<file path="src/rtl/input_edge_timestamper_pkg.sv">
// Shared definitions for the input edge timestamper and its event consumers.
// Event layout, LSB first: fine, coarse, multiEdge, then polarity when
// INPUT_EDGE_TIMESTAMPER_FALLING_EN is defined.
package input_edge_timestamper_pkg;

    typedef enum logic [1:0] {
        S_IDLE    = 2'd0,
        S_WAIT    = 2'd1,
        S_HOLDOFF = 2'd2
    } state_t;

`ifdef INPUT_EDGE_TIMESTAMPER_FALLING_EN
    localparam int POLARITY_BITS = 1;
`else
    localparam int POLARITY_BITS = 0;
`endif

    function automatic int fine_width(input int serdes_width);
        return (serdes_width > 1) ? $clog2(serdes_width) : 1;
    endfunction

    function automatic int event_width(input int coarse_width, input int fine_w);
        return coarse_width + fine_w + 1 + POLARITY_BITS;
    endfunction

    // Field offsets within eventData, for consumers that unpack events.
    function automatic int coarse_lsb(input int fine_w);
        return fine_w;
    endfunction

    function automatic int multi_edge_bit(input int coarse_width, input int fine_w);
        return fine_w + coarse_width;
    endfunction

    function automatic int polarity_bit(input int coarse_width, input int fine_w);
        return fine_w + coarse_width + 1;
    endfunction

endpackage

</file>
<file path="src/rtl/input_edge_timestamper_event_fifo.sv">
// Synchronous first-word-fall-through FIFO. A write while full is accepted
// when a read happens in the same cycle.
module input_edge_timestamper_event_fifo #(
    parameter int DATA_WIDTH    = 8,
    parameter int ADDRESS_WIDTH = 4
) (
    input  logic                  i_clk,
    input  logic                  i_rst_n,
    input  logic                  i_wr,
    input  logic [DATA_WIDTH-1:0] i_data,
    input  logic                  i_rd,
    output logic [DATA_WIDTH-1:0] o_data,
    output logic                  o_empty,
    output logic                  o_full
);
    localparam int DEPTH = 1 << ADDRESS_WIDTH;

    logic [DATA_WIDTH-1:0]  r_mem [DEPTH];
    logic [ADDRESS_WIDTH:0] r_wr_ptr;
    logic [ADDRESS_WIDTH:0] r_rd_ptr;
    logic                   w_rd_ok;
    logic                   w_wr_ok;

    assign o_empty = (r_wr_ptr == r_rd_ptr);
    assign o_full  = (r_wr_ptr[ADDRESS_WIDTH] != r_rd_ptr[ADDRESS_WIDTH]) &&
                     (r_wr_ptr[ADDRESS_WIDTH-1:0] == r_rd_ptr[ADDRESS_WIDTH-1:0]);
    assign w_rd_ok = i_rd & ~o_empty;
    assign w_wr_ok = i_wr & (~o_full | w_rd_ok);
    // Head is forced to zero when empty so the output is defined after reset.
    assign o_data  = o_empty ? '0 : r_mem[r_rd_ptr[ADDRESS_WIDTH-1:0]];

    // Read/write pointers with one wrap bit for full/empty distinction.
    always_ff @(posedge i_clk or negedge i_rst_n) begin
        if (!i_rst_n) begin
            r_wr_ptr <= '0;
            r_rd_ptr <= '0;
        end else begin
            if (w_wr_ok) r_wr_ptr <= r_wr_ptr + 1'b1;
            if (w_rd_ok) r_rd_ptr <= r_rd_ptr + 1'b1;
        end
    end

    // Storage array; contents are don't-care until written.
    always_ff @(posedge i_clk) begin
        if (w_wr_ok) r_mem[r_wr_ptr[ADDRESS_WIDTH-1:0]] <= i_data;
    end

endmodule

</file>
<file path="src/rtl/input_edge_timestamper.sv">
// Rising-edge timestamper for one deserialized input pin in the EVR domain.
// Pipeline: input word register -> detection register -> event FIFO.
// Define INPUT_EDGE_TIMESTAMPER_FALLING_EN to also capture falling edges
// and add a polarity bit as the event MSB.
//
// state     | meaning
// S_IDLE    | capture disabled
// S_WAIT    | armed, the next word with an edge produces an event
// S_HOLDOFF | ignoring edges until the holdoff counter reaches zero
module input_edge_timestamper
    import input_edge_timestamper_pkg::*;
#(
    parameter  int SERDES_WIDTH       = 4,
    parameter  int COARSE_WIDTH       = 24,
    parameter  int FIFO_ADDRESS_WIDTH = 4,
    localparam int FINE_WIDTH         = fine_width(SERDES_WIDTH),
    localparam int EVENT_WIDTH        = event_width(COARSE_WIDTH, FINE_WIDTH)
) (
    input  logic                    evrClk,
    input  logic                    evrReset_n,
    input  logic [SERDES_WIDTH-1:0] serdesPattern,
    input  logic                    evrHBstrobe,
    input  logic                    enable,
    input  logic [15:0]             holdoffWords,
    output logic                    eventValid,
    input  logic                    eventReady,
    output logic [EVENT_WIDTH-1:0]  eventData,
    output logic [15:0]             dropCount
);
    logic [SERDES_WIDTH-1:0] r_word;
    logic                    r_hb;
    logic                    r_en;
    logic                    r_prev;
    logic [COARSE_WIDTH-1:0] r_coarse;
    logic [15:0]             r_holdoff;
    state_t                  r_state;
    state_t                  w_next_state;
    logic                    w_load_holdoff;
    logic                    r_det_valid;
    logic [EVENT_WIDTH-1:0]  r_det_data;
    logic [15:0]             r_drop;

    logic [SERDES_WIDTH:0]   w_ext;
    logic [SERDES_WIDTH-1:0] w_rise;
    logic [SERDES_WIDTH-1:0] w_edges;
    logic [FINE_WIDTH-1:0]   w_fine;
    logic                    w_multi;
    logic [COARSE_WIDTH-1:0] w_coarse;
    logic                    w_capture;
    logic [EVENT_WIDTH-1:0]  w_event_data;
    logic                    w_fifo_empty;
    logic                    w_fifo_full;
    logic                    w_read;
    logic                    w_drop;

    // Bit i of w_ext+1 is sample i; w_ext[0] is the previous word's last sample.
    assign w_ext  = {r_word, r_prev};
    assign w_rise = w_ext[SERDES_WIDTH:1] & ~w_ext[SERDES_WIDTH-1:0];

`ifdef INPUT_EDGE_TIMESTAMPER_FALLING_EN
    logic [SERDES_WIDTH-1:0] w_fall;
    logic                    w_polarity;
    assign w_fall       = ~w_ext[SERDES_WIDTH:1] & w_ext[SERDES_WIDTH-1:0];
    assign w_edges      = w_rise | w_fall;
    assign w_polarity   = w_rise[w_fine];
    assign w_event_data = {w_polarity, w_multi, w_coarse, w_fine};
`else
    assign w_edges      = w_rise;
    assign w_event_data = {w_multi, w_coarse, w_fine};
`endif

    assign w_multi   = (w_edges & (w_edges - SERDES_WIDTH'(1))) != '0;
    assign w_coarse  = r_hb ? '0 : r_coarse;
    assign w_capture = (r_state == S_WAIT) && (|w_edges);

    // Lowest-index edge gives the fine timestamp.
    always_comb begin
        w_fine = '0;
        for (int i = SERDES_WIDTH - 1; i >= 0; i--) begin
            if (w_edges[i]) w_fine = FINE_WIDTH'(i);
        end
    end

    // Input word register; word resets to ones so no edge appears at reset release.
    always_ff @(posedge evrClk or negedge evrReset_n) begin
        if (!evrReset_n) begin
            r_word <= '1;
            r_hb   <= 1'b0;
            r_en   <= 1'b0;
            r_prev <= 1'b1;
        end else begin
            r_word <= serdesPattern;
            r_hb   <= evrHBstrobe;
            r_en   <= enable;
            r_prev <= r_word[SERDES_WIDTH-1];
        end
    end

    // Heartbeat-relative coarse word counter, saturating.
    always_ff @(posedge evrClk or negedge evrReset_n) begin
        if (!evrReset_n) begin
            r_coarse <= '0;
        end else if (r_hb) begin
            r_coarse <= COARSE_WIDTH'(1);
        end else if (r_coarse != '1) begin
            r_coarse <= r_coarse + COARSE_WIDTH'(1);
        end
    end

    // State register and holdoff down-counter.
    always_ff @(posedge evrClk or negedge evrReset_n) begin
        if (!evrReset_n) begin
            r_state   <= S_IDLE;
            r_holdoff <= '0;
        end else begin
            r_state <= w_next_state;
            if (w_load_holdoff) begin
                r_holdoff <= holdoffWords - 16'd1;
            end else if (r_state == S_HOLDOFF && r_holdoff != '0) begin
                r_holdoff <= r_holdoff - 16'd1;
            end
        end
    end

    // Next-state logic; dropping enable overrides every state.
    always_comb begin
        w_next_state   = r_state;
        w_load_holdoff = 1'b0;
        if (!r_en) begin
            w_next_state = S_IDLE;
        end else begin
            case (r_state)
                S_IDLE:    w_next_state = S_WAIT;
                S_WAIT: begin
                    if (w_capture && holdoffWords != '0) begin
                        w_next_state   = S_HOLDOFF;
                        w_load_holdoff = 1'b1;
                    end
                end
                S_HOLDOFF: if (r_holdoff == '0) w_next_state = S_WAIT;
                default:   w_next_state = S_IDLE;
            endcase
        end
    end

    // Detection register feeding the FIFO write port.
    always_ff @(posedge evrClk or negedge evrReset_n) begin
        if (!evrReset_n) begin
            r_det_valid <= 1'b0;
            r_det_data  <= '0;
        end else begin
            r_det_valid <= w_capture;
            r_det_data  <= w_event_data;
        end
    end

    assign w_read = ~w_fifo_empty & eventReady;
    assign w_drop = r_det_valid & w_fifo_full & ~w_read;

    // Saturating count of events lost to a full FIFO.
    always_ff @(posedge evrClk or negedge evrReset_n) begin
        if (!evrReset_n) begin
            r_drop <= '0;
        end else if (w_drop && r_drop != 16'hFFFF) begin
            r_drop <= r_drop + 16'd1;
        end
    end

    input_edge_timestamper_event_fifo #(
        .DATA_WIDTH    (EVENT_WIDTH),
        .ADDRESS_WIDTH (FIFO_ADDRESS_WIDTH)
    ) u_event_fifo (
        .i_clk   (evrClk),
        .i_rst_n (evrReset_n),
        .i_wr    (r_det_valid),
        .i_data  (r_det_data),
        .i_rd    (eventReady),
        .o_data  (eventData),
        .o_empty (w_fifo_empty),
        .o_full  (w_fifo_full)
    );

    assign eventValid = ~w_fifo_empty;
    assign dropCount  = r_drop;

endmodule
</file>
<file path="config.mk">
export PLATFORM = sky130hd
export DESIGN_NAME = input_edge_timestamper
export DESIGN_NICKNAME = d
export VERILOG_FILES = /design/src/rtl/input_edge_timestamper_pkg.sv /design/src/rtl/input_edge_timestamper_event_fifo.sv /design/src/rtl/input_edge_timestamper.sv
export SDC_FILE = /design/constraint.sdc
export NUM_CORES = 1
export LEC_CHECK = 0
export CAP_MARGIN = 15
export CELL_PAD_IN_SITES_DETAIL_PLACEMENT = 1
export CELL_PAD_IN_SITES_GLOBAL_PLACEMENT = 1
export CORE_AREA = 2 2 202 204
export DETAILED_ROUTE_END_ITERATION = 8
export DIE_AREA = 0 0 204 206
export PLACE_DENSITY = 0.89
export SLEW_MARGIN = 20
export SYNTH_ARGS = -nofsm -noshare
export SYNTH_HDL_FRONTEND = slang
export SYNTH_SLANG_ARGS = --single-unit
</file>
<file path="constraint.sdc">
create_clock -name evrClk -period 5.4 [get_ports evrClk]
set_clock_uncertainty 0.1 [all_clocks]
set_input_delay 1.08 -clock evrClk [delete_from_list [all_inputs] [get_ports evrClk]]
set_output_delay 1.08 -clock evrClk [all_outputs]
set_load 0.01 [all_outputs]
</file>
==> flow_summary.toml, run 1 <==
[run_status]
outcome = "finished clean"

[clock_network]
cts_sinks = 535
insertion_delay_ns = 0.61
cts_tree = "done"
clock-root-buffer = "clkbuf_16"
cts_buffer_depth = 3
postCtsResizedCells = 0
postCtsSetupRepairBufs = 0
clk_pin_slew_ns = 0.07
hold_buffers = 0
cts_made_buffers = 52
h-tree-depth = 2

[worst_setup_path]
arrival_ns = 3.60
cp_slowest_cell = "dfrtp_4"
setup.worst_path.start_class = "register"
crit_path_max_incr_delay_ns = 0.85
worstPathRequired_ns = 4.22
worstPathCellList = "buf_12 -> mux4_2 -> mux4_2 -> and2_1 -> clkdlybuf4s50_1"
crit_buf_inv = 2
crit_top_cell = "mux4_2"
end_kind = "output port"
critical-path-top-delay-family = "multiplexers"
path_class = "register to output port"
cp_max_fo = 34

[floorplanning]
coreArea_um2 = 40200
start_util_pct = 53.7
die_area_um2 = 42000
die_h_um = 206
rows = 74
io_pins = 69
die_w_um = 204

[routing]
ant_nets = 0
wl_per_cell_um = 30.4
vias = 11600
avgViaCountPerCell = 6.40
drcViolationCount = 0
drtIter0Drc = 914
wl_met2_mm = 28.4
firstDrtPassIters = 5
finalWirelength_mm = 54.9
met1_length_mm = 21.1
route.met3.wl_mm = 3.27
highest_layer = "met4"

[flow_run]
drv_cap = 0

[synthesis]
synth_area_leaders = "edfxtp_1 (60%), mux4_2 (14%), dfrtp_1 (11%), xnor2_1 (1.7%), and2_1 (0.84%)"
yosys.area.top_type_share_pct = 60.2
syn_inst = 1129
synth_ff_type = "edfxtp_1"
synth-edff-count = 432
syn_area_um2 = 21600
ys_seq_elements = 535
synth.most_common_cell = "edfxtp_1"
postSynthNetCount = 1162
yosys.area.top_type = "edfxtp_1"
synth_area_per_cell_um2 = 19.1
yosys_warnings = 0
async_flop_share_pct = 19.3
ys_types = 67
seq_area_frac_synth_pct = 72.1
synth.top_cells.by_count = "edfxtp_1 (432), mux4_2 (135), dfrtp_1 (98), xnor2_1 (42), nand2_1 (36)"

[pwr]
p_sw_w = 0.00337
comb_power_share_pct = 25.1
internal_power_w = 0.00887
power_leakage_nw = 7.93
switching_share_pct = 27.5
p_per_area_nw_per_um2 = 489
total_power_w = 0.0122
clockPowerShare_pct = 33.4
ir_worst_vdd_mv = 0.238
seq_power_share_pct = 41.4

[timing]
worst_hold_slack_ns = 0.281
relSlewSlack_pct = 26.1
grt_setup_unrepaired = "false"
setup_viol = 0
fin_crit_sh_pct = 88.6
setup_tns_ns = 0
fmax_mhz = 209
drv_slew = 0
timing.final.crit_period_ns = 4.78
tightest_slew_ns = 1.11
hold_viol = 0

[place]
dpl-instance-area_um2 = 23100
gp_congestion = 0.780
dp_hpwl_mm = 30.0
io_buffers = 68

[global_route]
grt_max_degree = 71
grt_pass1_wl_mm = 82.6
grt_pass1_vias = 12600
grt_overflow = 0
grt_usage_pct = 27.2
antenna_found_initial = 0

[hold_path]
hp-class = "register to register"

[final_layout]
final_nets = 1263
final_util_pct = 62.2
antenna_cells = 0
drive_gt1_share_pct = 23.0
area_growth_pct = 16.0
stdcell_area_um2 = 25000
## per-layer routing
layer	global-route usage [%]	vias to the layer above
met5	0	-
met4	10.6	0
met3	5.06	139
met2	47.0	496
met1	34.4	6176
li1	-	4753
## power by group through the flow
stage	clock, W	sequential [W]	combinational (W)
after floorplan	0	0.00494	0.00204
after detailed placement	0	0.00515	0.00304
final	0.00409	0.00507	0.00308
after global routing	0.00427	0.00511	0.00327
after global placement	0	0.00511	0.00296
after CTS	0.00414	0.00508	0.00314
## flip-flops by register name, indices dropped and copies added, names as in the netlist
signal,cells
r_coarse,24
r_word,4
r_hb,1
u_event_fifo.r_mem,432
r_det_data,27
r_state,2
u_event_fifo.r_wr_ptr,5
r_det_valid,1
r_prev,1
u_event_fifo.r_rd_ptr,5
r_holdoff,16
r_en,1
dropCount,16
## metrics by stage
| stage | instances | setup slack (ns) |
|---|---|---|
| finish | 1806 | 0.618 |
| global route | 1806 | 0.466 |
| CTS | 1806 | 0.547 |
| detailed placement | 1708 | 0.550 |
| global placement | 1708 | 0.697 |
| floorplan | 1129 | 1.33 |
## cells in the final DEF (no fill, tap or decap), types with 28 or more instances in the layout
cell               n
edfxtp_1         432
mux4_2           135
dfrtp_1           95
clkdlybuf4s50_1   67
clkbuf_16         56
xnor2_1           42
nand2_1           36
nor2_1            34
and2_1            29
nor2b_1           28
## area by class of cell
class / instances / area, um2
clock buffer: 69 / 1530
sequential: 535 / 15600
multi-input combinational: 536 / 5780
clock inverter: 29 / 422
fill: 3427 / 15200
timing repair buffer: 100 / 1030
inverter: 5 / 18.8
tap: 532 / 666
## worst paths after layout
| check | from | end | slack [ns] | cells past startpoint |
|---|---|---|---|---|
| setup / recovery | u_event_fifo.r_rd_ptr[0] | eventData[8] | 0.62 | 5 |
| hold / removal | r_word[3] | r_prev | 0.28 | 0 |
| setup reg to reg | r_word[2] | r_holdoff[10] | 1.86 | 10 |
| hold reg to reg | r_word[3] | r_prev | 0.28 | 0 |
| max in group asynchronous | evrReset_n | r_det_data[11] | 3.57 | 2 |
| min in group asynchronous | evrReset_n | dropCount[5] | 0.52 | 1 |
## kinds of logic (layout without fill, tap and decap cells)
kind of cell | count (synthesis) | in the layout | share of synthesized area (%)
buffers and inverters | 58 | 203 | 1.13
xor gates and xnor gates | 56 | 56 | 2.27
adders and majority gates | 8 | 8 | 0.464
and+or+nand+nor | 260 | 260 | 6.97
DFF | 535 | 535 | 72.1
AOI/OAI and AO/OA | 65 | 65 | 2.30
muxes | 147 | 147 | 14.7
Note: power is estimated with default switching activity, not from simulation.
==> inputs of run 2 (changes only) <==
==> constraint.sdc (replaced) <==
create_clock -name evrClk -period 5.4 [get_ports evrClk]
set_clock_uncertainty 0.1 [all_clocks]
set_input_delay 1.62 -clock evrClk [delete_from_list [all_inputs] [get_ports evrClk]]
set_output_delay 1.62 -clock evrClk [all_outputs]
set_load 0.01 [all_outputs]
==> flow_summary.toml, run 2 (synthesis results as in run 1) <==
[run_status]
outcome = "finished clean"

[clock_network]
postCtsResizedCells = 0
cts_tree = "done"
insertion_delay_ns = 0.60
cts_sinks = 535
cts_made_buffers = 52
h-tree-depth = 2
cts_buffer_depth = 3
clk_pin_slew_ns = 0.06
clock-root-buffer = "clkbuf_16"
hold_buffers = 0
postCtsSetupRepairBufs = 0

[floorplanning]
coreArea_um2 = 40200
die_h_um = 206
rows = 74
die_w_um = 204
io_pins = 69
die_area_um2 = 42000
start_util_pct = 53.7

[place]
dp_hpwl_mm = 31.5
dp_cells = 1726
io_buffers = 68
gp_congestion = 0.811
pre_cts_ws_ns = 0.305

[timing]
grt_setup_unrepaired = "false"
hold_viol = 0
setup_slack_ns = 0.202
worst_hold_slack_ns = 0.294
setup_tns_ns = 0
fmax_mhz = 192
relSlewSlack_pct = 28.0
tightest_slew_ns = 1.07
fin_crit_sh_pct = 96.3
setup_viol = 0
drv_slew = 0
timing.final.crit_period_ns = 5.20

[worst_setup_path]
cp_max_fo = 28
arrival_ns = 3.48
r2r-start = "r_word[2]"
rr_worst_depth = 10
crit_path_max_incr_delay_ns = 0.80
end_kind = "output port"
cp_slowest_cell = "dfrtp_4"
setup.worst_path.start_class = "register"
reg2reg_slack_ns = 1.93
r2r_end = "r_holdoff[10]"
crit_top_cell = "mux4_2"
path_class = "register to output port"
worstPathRequired_ns = 3.68
worstPathCellList = "buf_12 -> mux4_2 -> mux4_2 -> and2_1 -> clkdlybuf4s50_1"

[pwr]
power_leakage_nw = 7.94
ir_worst_vdd_mv = 0.300
clockPowerShare_pct = 31.3
seq_power_share_pct = 42.9
comb_power_share_pct = 25.8
switching_share_pct = 27.8
internal_power_w = 0.00863
p_per_area_nw_per_um2 = 480
total_power_w = 0.0120
p_sw_w = 0.00332

[routing]
finalWirelength_mm = 55.1
drcViolationCount = 0
drtIter0Drc = 1023
wl_per_cell_um = 30.2
avgViaCountPerCell = 6.42
vias = 11700
firstDrtPassIters = 5
ant_nets = 0

[final_layout]
largest_reg_flops = 432
antenna_cells = 0
area_growth_pct = 15.5
drive_gt1_share_pct = 23.0
final_common_cell = "edfxtp_1"
final_nets = 1281
final_cells = 1824
layout_common_cells = "edfxtp_1 (432), mux4_2 (135), dfrtp_1 (95)"

[hold_path]
hold_end = "r_prev"
whs_path_depth = 0
min-delay-start = "r_word[3]"
hp-class = "register to register"

[global_route]
grt_pass1_wl_mm = 82.6
grt.met1_usage_pct = 36.1
met2_usage_pct = 46.4
grt_max_degree = 49
grt_usage_pct = 27.3
gr-max-usage-layer = "met2"
grt_overflow = 0
grt_use_met3_pct = 4.60
grt_pass1_vias = 12600
antenna_found_initial = 1

[flow_run]
drv_cap = 0
## run 2: final cells by class
type	count	area [um2]
clock buffers	73	1480
clock inverters	25	278
fillers	3430	15300
inverters	5	18.8
multi-input cells	536	5770
flip-flops and latches	535	15600
well taps	532	666
repair buffers	118	1130
## run 2: worst max path at each step
stage	from	endpoint	slack [ns]	cells after the start
after global routing	u_event_fifo.r_rd_ptr[0]	eventData[22]	0.002	5
after global placement	holdoffWords[9]	r_holdoff[10]	0.48	11
after floorplan	eventReady	u_event_fifo.r_mem[3][0]	0.79	5
final	u_event_fifo.r_rd_ptr[0]	eventData[5]	0.20	5
after detailed placement	holdoffWords[8]	r_holdoff[10]	0.30	11
after CTS	u_event_fifo.r_rd_ptr[0]	eventData[22]	0.06	5
## run 2: critical path: cells and delay by family, from the launching register on
kind                   cells  cell delay (ns)
AND/OR/NAND/NOR            1             0.21
flip-flops                 1             0.80
multiplexers               2             1.04
buffers and inverters      2             0.81
## run 2: power by group through the flow
stage,Clock (W),Sequential (W),Combinational (W)
global route,0.00394,0.00517,0.00328
finish,0.00375,0.00512,0.00309
detailed placement,0,0.00520,0.00308
CTS,0.00380,0.00513,0.00314
floorplan,0,0.00494,0.00204
global placement,0,0.00516,0.00297
## run 2: per-stage QoR
stage | util [%] | area (um2)
floorplan | - | 21600
global placement | 57.6 | 23200
detailed placement | 57.6 | 23200
CTS | 62.0 | 24900
global route | 62.0 | 24900
finish | 62.0 | 24900
## run 2: per-layer routing
layer / up-vias / part of all wire [%]
li1: 4801 / -
met1: 6259 / 39
met2: 529 / 51
met3: 129 / 6.5
met4: 0 / 3.0
met5: - / 0
==> inputs of run 3 (changes only) <==
--- a/constraint.sdc
+++ b/constraint.sdc
@@ -4,2 +4,2 @@
 set_output_delay 1.62 -clock evrClk [all_outputs]
-set_load 0.01 [all_outputs]
+set_load 0.005 [all_outputs]
==> flow_summary.toml, run 3 (synthesis results as in run 1) <==
[floorplanning]
die_h_um = 206
die_area_um2 = 42000
start_util_pct = 53.7
io_pins = 69
rows = 74
coreArea_um2 = 40200
die_w_um = 204

[worst_setup_path]
arrival_ns = 3.32
setup.worst_path.start_class = "register"
end_kind = "output port"
worstPathRequired_ns = 3.68
cp_max_fo = 17
path_class = "register to output port"

[timing]
drv_slew = 0
timing.final.crit_period_ns = 5.04
grt_setup_unrepaired = "false"
relSlewSlack_pct = 32.6
setup_tns_ns = 0
hold_viol = 0
tightest_slew_ns = 1.00
fin_crit_sh_pct = 93.3
fmax_mhz = 198
worst_hold_slack_ns = 0.295
setup_viol = 0

[final_layout]
area_growth_pct = 15.6
antenna_cells = 0
final_cells = 1819
final_util_pct = 62.0
largest_reg_flops = 432
layout_common_cells = "edfxtp_1 (432), mux4_2 (135), dfrtp_1 (95)"
final_common_cell = "edfxtp_1"
drive_gt1_share_pct = 22.2
final_nets = 1277
stdcell_area_um2 = 24900

[clock_network]
postCtsResizedCells = 0
postCtsSetupRepairBufs = 0
hold_buffers = 0
cts_made_buffers = 53
cts_buffer_depth = 3
clk_pin_slew_ns = 0.06
cts_tree = "done"
clock-root-buffer = "clkbuf_16"
cts_sinks = 535
h-tree-depth = 2
insertion_delay_ns = 0.61

[hold_path]
hp-class = "register to register"

[global_route]
antenna_found_initial = 0
grt_usage_pct = 27.0
grt_pass1_wl_mm = 81.9
grt_overflow = 0
grt_pass1_vias = 12600
grt_max_degree = 64

[routing]
finalWirelength_mm = 54.4
wl_per_cell_um = 29.9
firstDrtPassIters = 5
ant_nets = 0
drcViolationCount = 0
avgViaCountPerCell = 6.35
vias = 11600
drtIter0Drc = 1113

[pwr]
p_per_area_nw_per_um2 = 475
power_leakage_nw = 7.91
ir_worst_vdd_mv = 0.250

[run_status]
outcome = "finished clean"

[place]
io_buffers = 68
dp_cells = 1721
gp_congestion = 0.810
dp_hpwl_mm = 30.7
dpl-instance-area_um2 = 23200

[flow_run]
drv_cap = 0
## run 3: changes by cell type in the layout (fill, tap and decap cells not counted), moves of 4 or more
cell,before,now
clkinv_2,11,3
buf_12,6,10
clkbuf_1,13,21
buf_4,45,36
## run 3: metrics by stage
step,worst slack [ns],total power [W]
5_1_grt,0.208,0.0123
4_1_cts,0.276,0.0119
6_report,0.361,0.0118
3_3_place_gp,0.373,0.00803
2_1_floorplan,0.791,0.00690
3_5_place_dp,0.137,0.00816
## run 3: final cells by class
type                            count  area (um2)
Sequential cell                   535       15600
Fill cell                        3431       15300
Multi-Input combinational cell    536        5780
Clock buffer                       81        1510
Timing Repair Buffer              113        1140
Tap cell                          532         666
Clock inverter                     17         243
Inverter                            5        18.8
## run 3: path summary, 6_finish.rpt
path / from / endpoint / slack, ns / cells past startpoint
worst max-delay path: u_event_fifo.r_rd_ptr[0] / eventData[19] / 0.36 / 5
worst min-delay path: r_word[3] / r_prev / 0.30 / 0
worst max register to register: r_word[2] / r_holdoff[10] / 1.82 / 9
worst min register to register: r_word[3] / r_prev / 0.30 / 0
max in group asynchronous: evrReset_n / r_coarse[16] / 3.39 / 2
min in group asynchronous: evrReset_n / r_det_data[17] / 0.89 / 1
## run 3: report_power, final
part,internal (W),switching [W]
clock network,0.00221,0.00153
logic,0.00166,0.00138
registers,0.00476,0.000287
## run 3: routing by layer
metal,vias up,wire length [um],track usage (%)
li1,4787,-,-
met1,6083,21000,34.5
met2,534,28300,46.7
met3,153,3120,4.64
met4,0,2020,10.3
met5,-,0,0
## run 3: critical path, stage by stage (launching register included)
cell and delay, ns:
dfrtp_4 0.62, buf_4 0.41, mux4_2 0.60, mux4_2 0.48
and2_1 0.17, clkdlybuf4s50_1 0.43
